[config.mk]
export PLATFORM = sky130hd
export DESIGN_NAME = keystream_sched_flat
export DESIGN_NICKNAME = d
export VERILOG_FILES = /design/src/rtl/keystream_sched_if.sv /design/src/rtl/keystream_sched.sv /design/src/flat_wrapper.sv
export SDC_FILE = /design/constraint.sdc
export NUM_CORES = 1
export LEC_CHECK = 0
export ABC_CLOCK_PERIOD_IN_PS = 2440
export BUFFER_PORTS_ARGS = -buffer_cell sky130_fd_sc_hd__buf_2
export CORE_MARGIN = 2
export CORE_UTILIZATION = 35
export CTS_CLUSTER_SIZE = 20
export DETAILED_ROUTE_END_ITERATION = 12
export GPL_TIMING_DRIVEN = 0
export HOLD_SLACK_MARGIN = 0.12
export PLACE_DENSITY = 0.76
export SETUP_SLACK_MARGIN = 0.5
export SLEW_MARGIN = 20
export SYNTH_ARGS = -nofsm -noshare
export SYNTH_HDL_FRONTEND = slang
export SYNTH_SLANG_ARGS = --single-unit
[constraint.sdc]
create_clock -name clk -period 2.44 [get_ports clk]
set_clock_uncertainty 0.2 [all_clocks]
set_input_delay 0.122 -clock clk [delete_from_list [all_inputs] [get_ports clk]]
set_output_delay 0.122 -clock clk [all_outputs]
set_load 0.03 [all_outputs]
[src/rtl/keystream_sched_if.sv]
// Keystream request/acknowledge bundle shared by the UART TX (encrypt) and RX (decrypt) paths.
// The master side is the requester pair; the slave side is the scheduler.
interface keystream_sched_if;
  logic       tx_req;
  logic       tx_ack;
  logic [7:0] tx_key;
  logic       rx_req;
  logic       rx_ack;
  logic [7:0] rx_key;

  modport master (
    output tx_req, rx_req,
    input  tx_ack, tx_key, rx_ack, rx_key
  );

  modport slave (
    input  tx_req, rx_req,
    output tx_ack, tx_key, rx_ack, rx_key
  );
endinterface

[src/rtl/keystream_sched.sv]
// Sequences the shared 128-bit keystream LFSR: discards a warm-up run after reset, then hands
// out one byte per STEPS_PER_BYTE steps to the TX and RX paths under round-robin arbitration.
module keystream_sched #(
  parameter int WARMUP_STEPS   = 128,
  parameter int STEPS_PER_BYTE = 8
) (
  input  logic             clk,
  input  logic             rst_n,
  output logic             lfsr_en,
  input  logic [127:0]     lfsr_state,
  keystream_sched_if.slave ks,
  output logic             ready,
  output logic             busy,
  output logic [15:0]      tx_count,
  output logic [15:0]      rx_count
);

  localparam int WW = (WARMUP_STEPS < 1) ? 1 : $clog2(WARMUP_STEPS + 1);
  localparam logic [WW-1:0] WARM_LAST = WW'(WARMUP_STEPS);
  localparam logic [7:0]    STEP_LAST = 8'(STEPS_PER_BYTE);

  typedef enum logic [1:0] {WARM, IDLE, STEP, SETTLE} state_t;

  state_t        state, state_d;
  logic [WW-1:0] warm_cnt;
  logic [7:0]    step_cnt;
  logic          gnt_rx;
  logic          last_rx;
  logic          warm_done, step_done, any_req, pick_rx;
  logic          lfsr_en_d, grant, deliver;
  logic          unused_state;

  assign warm_done = (warm_cnt == WARM_LAST);
  assign step_done = (step_cnt == STEP_LAST);
  assign any_req   = ks.tx_req | ks.rx_req;
  // On a tie the requester not served last wins; a lone request always wins.
  assign pick_rx   = (ks.tx_req & ks.rx_req) ? ~last_rx : ks.rx_req;
  assign busy      = (state != IDLE);
  assign unused_state = ^lfsr_state[127:8];

  always_ff @(posedge clk or negedge rst_n) begin
    if (!rst_n) state <= WARM;
    else        state <= state_d;
  end

  always_comb begin
    state_d = state;
    case (state)
      WARM:    if (warm_done) state_d = IDLE;
      IDLE:    if (any_req)   state_d = STEP;
      STEP:    if (step_done) state_d = SETTLE;
      SETTLE:  state_d = IDLE;
      default: state_d = WARM;
    endcase
  end

  always_comb begin
    lfsr_en_d = 1'b0;
    grant     = 1'b0;
    deliver   = 1'b0;
    case (state)
      WARM:    lfsr_en_d = ~warm_done;
      IDLE: begin
        grant     = any_req;
        lfsr_en_d = any_req;
      end
      STEP:    lfsr_en_d = ~step_done;
      SETTLE:  deliver   = 1'b1;
      default: lfsr_en_d = 1'b0;
    endcase
  end

  // The key byte is taken at the end of SETTLE, when lfsr_state holds every step of this byte.
  always_ff @(posedge clk or negedge rst_n) begin
    if (!rst_n) begin
      lfsr_en   <= 1'b0;
      ready     <= 1'b0;
      warm_cnt  <= '0;
      step_cnt  <= 8'd0;
      gnt_rx    <= 1'b0;
      last_rx   <= 1'b1;
      ks.tx_ack <= 1'b0;
      ks.rx_ack <= 1'b0;
      ks.tx_key <= 8'h00;
      ks.rx_key <= 8'h00;
      tx_count  <= 16'd0;
      rx_count  <= 16'd0;
    end else begin
      lfsr_en   <= lfsr_en_d;
      ready     <= (state_d != WARM);
      ks.tx_ack <= deliver & ~gnt_rx;
      ks.rx_ack <= deliver & gnt_rx;
      if (state == WARM && !warm_done) warm_cnt <= warm_cnt + WW'(1);
      if (grant) begin
        step_cnt <= 8'd1;
        gnt_rx   <= pick_rx;
        last_rx  <= pick_rx;
      end else if (state == STEP && !step_done) begin
        step_cnt <= step_cnt + 8'd1;
      end
      if (deliver && !gnt_rx) begin
        ks.tx_key <= lfsr_state[7:0];
        tx_count  <= tx_count + 16'd1;
      end
      if (deliver && gnt_rx) begin
        ks.rx_key <= lfsr_state[7:0];
        rx_count  <= rx_count + 16'd1;
      end
    end
  end

endmodule

[src/flat_wrapper.sv]
// flat-port wrapper written by rule: the top's interface ports become plain ports
module keystream_sched_flat 
#(
  parameter int WARMUP_STEPS   = 128,
  parameter int STEPS_PER_BYTE = 8
)
  (clk, rst_n, lfsr_en, lfsr_state, ready, busy, tx_count, rx_count, ks_tx_req, ks_rx_req, ks_tx_ack, ks_tx_key, ks_rx_ack, ks_rx_key);
  keystream_sched_if ks_i ();
  input  logic clk;
  input  logic rst_n;
  output logic lfsr_en;
  input  logic [127:0] lfsr_state;
  output logic ready;
  output logic busy;
  output logic [15:0] tx_count;
  output logic [15:0] rx_count;
  input wire logic [$bits(ks_i.tx_req)-1:0] ks_tx_req;
  input wire logic [$bits(ks_i.rx_req)-1:0] ks_rx_req;
  output wire logic [$bits(ks_i.tx_ack)-1:0] ks_tx_ack;
  output wire logic [$bits(ks_i.tx_key)-1:0] ks_tx_key;
  output wire logic [$bits(ks_i.rx_ack)-1:0] ks_rx_ack;
  output wire logic [$bits(ks_i.rx_key)-1:0] ks_rx_key;
  assign ks_i.tx_req = ks_tx_req;
  assign ks_i.rx_req = ks_rx_req;
  assign ks_tx_ack = ks_i.tx_ack;
  assign ks_tx_key = ks_i.tx_key;
  assign ks_rx_ack = ks_i.rx_ack;
  assign ks_rx_key = ks_i.rx_key;
  keystream_sched #(.WARMUP_STEPS(WARMUP_STEPS), .STEPS_PER_BYTE(STEPS_PER_BYTE)) u_core (.clk(clk), .rst_n(rst_n), .lfsr_en(lfsr_en), .lfsr_state(lfsr_state), .ks(ks_i), .ready(ready), .busy(busy), .tx_count(tx_count), .rx_count(rx_count));
endmodule
; Word-level counts from Yosys, hierarchy flattened
; Index checks and enable logic that the tools add are counted.
[totals]
register_bits = 72
inputBits = 132
out_inout_bits = 53
[classes]
addsub = 4
eq_ne = 6
n_mux = 10
n_bitwise = 8
n_reduce_logical = 10
[ops]
columns = operator, n
row1 = adder 16 x 1 -> 16 bit (second input constant), 2
row2 = adder 8 x 1 -> 8 bit (second input constant), 2
row3 = 2-to-1 mux 8 bit, 2
row4 = equality test 8 x 4 -> 1 bit (second input constant), 1
row5 = equality test 8 bit (second input constant), 1
row6 = case mux 2 bit (4 select lines), 1
row7 = 2-to-1 mux 2 bit, 3
row8 = equality test 2 bit (second input constant), 2
row9 = logical AND 1 bit, 4
row10 = inverter 1 bit, 4
row11 = nonzero test 2 bit, 2
row12 = AND 1 bit, 3
row13 = logical NOT 1 bit, 3
row14 = 2-to-1 mux 1 bit, 3
row15 = case mux 1 bit (3 select lines), 1
row16 = equality test 2 x 1 -> 1 bit (second input constant), 1
row17 = logical NOT 2 bit, 1
row18 = inequality test 2 x 1 -> 1 bit (second input constant), 1
row19 = bitwise OR 1 bit, 1

; Logic depth before layout (Yosys ltp)
[depth]
depth_word = 5
depth_mapped = 6
mapped_depth_nobuf = 6

; Worst setup path after synthesis
; No wires, ideal clock.
[synth_path]
path_kind = reg2reg
from = register u_core.tx_count[0]
to = register u_core.tx_count[14]
setup_ns = 0.133
arrival_ns = 1.420
t_required_ns = 2.107
setup_slack_ns = 0.687
stages_incl_launch_ff = 6
path_buffers = 0
synth_period_minus_slack_ns = 1.753
path_cell_list = dfrtp_1 ha_1 nand3_1 nor4_4 nand4_1 xnor2_1
[synth_between]
elab_chain_len = 1
[synth_rtl]
columns = element, line
row1 = start: declaration, keystream_sched.sv:14  ; output logic [15:0] tx_count,
row2 = start signal: assignment, keystream_sched.sv:103  ; tx_count <= tx_count + 16'd1;
row3 = adder 16 x 1 -> 16 bit, keystream_sched.sv:103
; No other way between the ends.
; A chain may end at the register's enable or synchronous reset.

; Final worst setup path
[layout_path]
from = register u_core.state[1]
to = register u_core.last_rx
[layout_between]
elab_chain_len = 2
[layout_rtl]
columns = element, line
row1 = start: declaration, keystream_sched.sv:24  ; state_t state, state_d;
row2 = start signal: assignment, keystream_sched.sv:43  ; else state <= state_d;
row3 = equality test 2 x 1 -> 1 bit, keystream_sched.sv:61  ; case (state)
row4 = 2-to-1 mux 1 bit, keystream_sched.sv:61
row5 = end signal: assignment, keystream_sched.sv:97  ; last_rx <= pick_rx;
row6 = end: declaration, keystream_sched.sv:28  ; logic last_rx;
; No other way between the ends.

==> impl_metrics.ini <==
[power]
ir_drop_v = 0.000623
swShare = 0.408
power_frac_seq = 0.428
pwr-share-comb = 0.359
clkPwrFrac = 0.214
p_per_area_nw_per_um2 = 1090
switching_power_uw = 1740
p_leak_uw = 0.00205
intPower_uw = 2520

[clock_network]
clkTransAtPathRegs_ns = 0.07
clk_latency_ns = 0.34
cts_root_buf = clkbuf_8
cts_num_sinks = 72
tritoncts = done
numCtsBuffers = 9
cts.repair.resized = 0
ctsHtreeMaxLevel = 3
cts_buffer_depth = 2
cts_setup_buffers = 0

[logic_synthesis]
synth_enable_flop_cells = 0
synth_top_family_by_area = simple AND/OR/NAND/NOR gates
syn_avg_cell_area_um2 = 10.8
synth-compound-area-share = 0.0330
synth_nets = 425
ys_ff_latch = 72
syn_area_um2 = 3110
synth_xor_area_frac = 0.113
synthAdderAreaFrac = 0.0241
yosys.area_share.simple = 0.231
synth.distinct_cells = 40
async_flop_share = 1.00
synthMuxAreaShare = 0
synthFlopType = dfrtp_1
ys_warn_count = 0
ys_seq_area_frac = 0.579
synthesis.instances = 287

[timing]
slew_viol_final = 0
setup_tns_ns = 0
period_share = 0.741
relSlewSlack = 0.639
finalWorstSetupSlack_ns = 0.631
worst_pin_slew_ns = 0.541
fmax_ghz = 0.553
setup_viol = 0
hold_violations = 0
finalCriticalPeriod_ns = 1.81
rsz0062_at_grt = false

[cells_and_area]
finalNonFillerCells = 489
drive_gt1_frac = 0.252
seq_area_um2 = 1800
n_antenna_cell = 0
nFillCells = 838
multiInputGateArea_um2 = 1250
finish.utilization = 0.450
nets = 514
syn2layout_area_growth_pct = 25.6

[run_status]
outcome = finished, final reports clean

[die]
die-width_um = 98.3
initial_core_util = 0.359
fp.dieH_um = 98.3
io-pin-count = 185
core_um2 = 8680
dieArea_um2 = 9660
rows = 34

[setup_path]
crit_fanout = 7
crit_required_ns = 2.53
cp_top_family = buffers and inverters
path_class = reg -> reg
start_kind = flop
path_cells = and2b_4 > a21oi_1 > a31oi_1 > dlygate4sd3_1
critical_path_buf_inv_count = 1
r2r_setup_slack_ns = 0.63
r2r_cells = 4
r2r-start = u_core.state[1]
rr_endpoint = u_core.last_rx
crit_arrival_ns = 1.90
slowest_delay_ns = 0.56
end_kind = flop
crit_slowest_cell = dlygate4sd3_1

[global_route]
met1_usage = 0.174
grtUsageTotal = 0.140
use_met3 = 0.0444
grt-ovfl-total = 0
grt_use_met2 = 0.229
grt_pass1_vias = 2322
grt_pass1_wl_mm = 10.9
antenna_found_initial = 0
busiest_layer = met2
grt_max_degree = 40

[placement]
hpwl_mm = 4.37
place.gp.congestion = 0.767
portBuffers = 64
place_inst = 460
place_ws_ns = 0.681

[route]
initialDrtViolationCount = 52
drc = 0
routed-via-count = 2291
detail-route-antenna-nets = 0
drt_pre_antenna_iters = 4
via_per_inst = 4.69
routedWlPerCell_um = 12.6
routed_wl_mm = 6.15

[min_path]
hold_depth = 1
min-delay-path-class = reg -> reg
hp-start = u_core.warm_cnt[7]
hold_end = u_core.warm_cnt[7]

[job]
cap_violations = 0
-- timing repair --
action,in CTS,in global routing
endpoints found under the hold margin,98,0
hold buffers,13,0
endpoints found under the setup margin,0,0
-- layout make-up --
cell class	instances	area share
clock buffers	10	0.0327
clock inverters	6	0.0154
flip-flops and latches	72	0.461
repair buffers	78	0.121
well taps	108	0.0346
inverters	10	0.00961
multi-input cells	200	0.319
plain buffers	5	0.00640
-- state kept, by name, indices dropped and copies added, names as in the netlist, 2 cells and up --
signal            count
u_core.ks.rx_key      8
u_core.step_cnt       8
u_core.tx_count      16
u_core.ks.tx_key      8
u_core.warm_cnt       8
u_core.state          2
u_core.rx_count      16
-- logic make-up (layout without fill, tap and decap cells) --
kind of cell / Yosys count / in the layout
compound gates: 14 / 14
xor+xnor: 40 / 40
fa+ha+maj: 6 / 6
buf+inv: 15 / 109
flops: 72 / 72
simple gates: 140 / 140
-- per-layer routing --
metal	up-vias	share of wire	routed length (um)
li1	1131	-	-
met1	1095	0.46	2820
met2	56	0.47	2920
met3	9	0.054	332
met4	0	0.012	76
met5	-	0	0
-- how the worst max path moves through the flow --
stage | start | end | depth (start not counted) | slack, ns
after floorplan | u_core.tx_count[0] | u_core.tx_count[14] | 5 | 0.69
after global placement | rst_n | u_core.ks.rx_key[1] | 1 | 0.68
after detailed placement | u_core.step_cnt[5] | u_core.step_cnt[2] | 4 | 0.68
after CTS | u_core.state[1] | u_core.last_rx | 4 | 0.65
after global routing | u_core.step_cnt[5] | u_core.step_cnt[2] | 4 | 0.52
final | u_core.state[1] | u_core.last_rx | 4 | 0.63
-- cell usage after synthesis (all sizes together) (2+ instances only) --
| master | count | area (um2) |
|---|---|---|
| inv | 10 | 37.5 |
| nand2b | 2 | 12.5 |
| nand2 | 73 | 274 |
| nand3 | 14 | 75.1 |
| and2 | 2 | 12.5 |
| nand4 | 11 | 68.8 |
| nor3 | 8 | 66.3 |
| o21ai | 3 | 15.0 |
| clkbuf | 2 | 7.51 |
| and4 | 3 | 26.3 |
| a21oi | 4 | 20.0 |
| ha | 6 | 75.1 |
| xnor2 | 25 | 219 |
| or3 | 2 | 12.5 |
| nor2 | 11 | 41.3 |
| and3 | 6 | 37.5 |
| xor2 | 15 | 131 |
| nor4 | 2 | 27.5 |
| buf | 3 | 17.5 |
| dfrtp | 71 | 1780 |
-- stage by stage --
| stage | hold WS [ns] | power, uW | cell area, um2 |
|---|---|---|---|
| CTS | 0.268 | 4320 | 3910 |
| detailed placement | -0.0976 | 3360 | 3590 |
| floorplan | -0.374 | 2890 | 3110 |
| global placement | 0.115 | 3300 | 3570 |
| finish | 0.265 | 4260 | 3910 |
| global route | 0.278 | 4550 | 3910 |
-- power groups by stage --
stage	Clock (uW)	Combinational [uW]	Sequential, uW
after floorplan	0	649	2240
after global placement	0	1470	1830
after detailed placement	0	1520	1840
after CTS	941	1560	1820
after global routing	987	1680	1890
final	910	1530	1820
-- placed cells by master (no fill, tap or decap), types with 2 or more instances in the layout --
master / count
nand3_1: 13
clkinvlp_4: 2
dfrtp_1: 71
clkinv_2: 3
nand2_1: 73
and4_1: 3
inv_1: 8
or3_1: 2
dlygate4sd3_1: 13
nor3_2: 3
buf_2: 65
a21oi_1: 4
nand2b_1: 2
inv_2: 2
xnor2_1: 25
buf_4: 2
nor3_1: 4
clkbuf_1: 3
nand4_1: 11
clkbuf_8: 9
and2_1: 2
ha_1: 6
o21ai_0: 3
xor2_1: 15
nor2_1: 11
and3_1: 6
No activity file was read; power rests on OpenSTA's default activity.
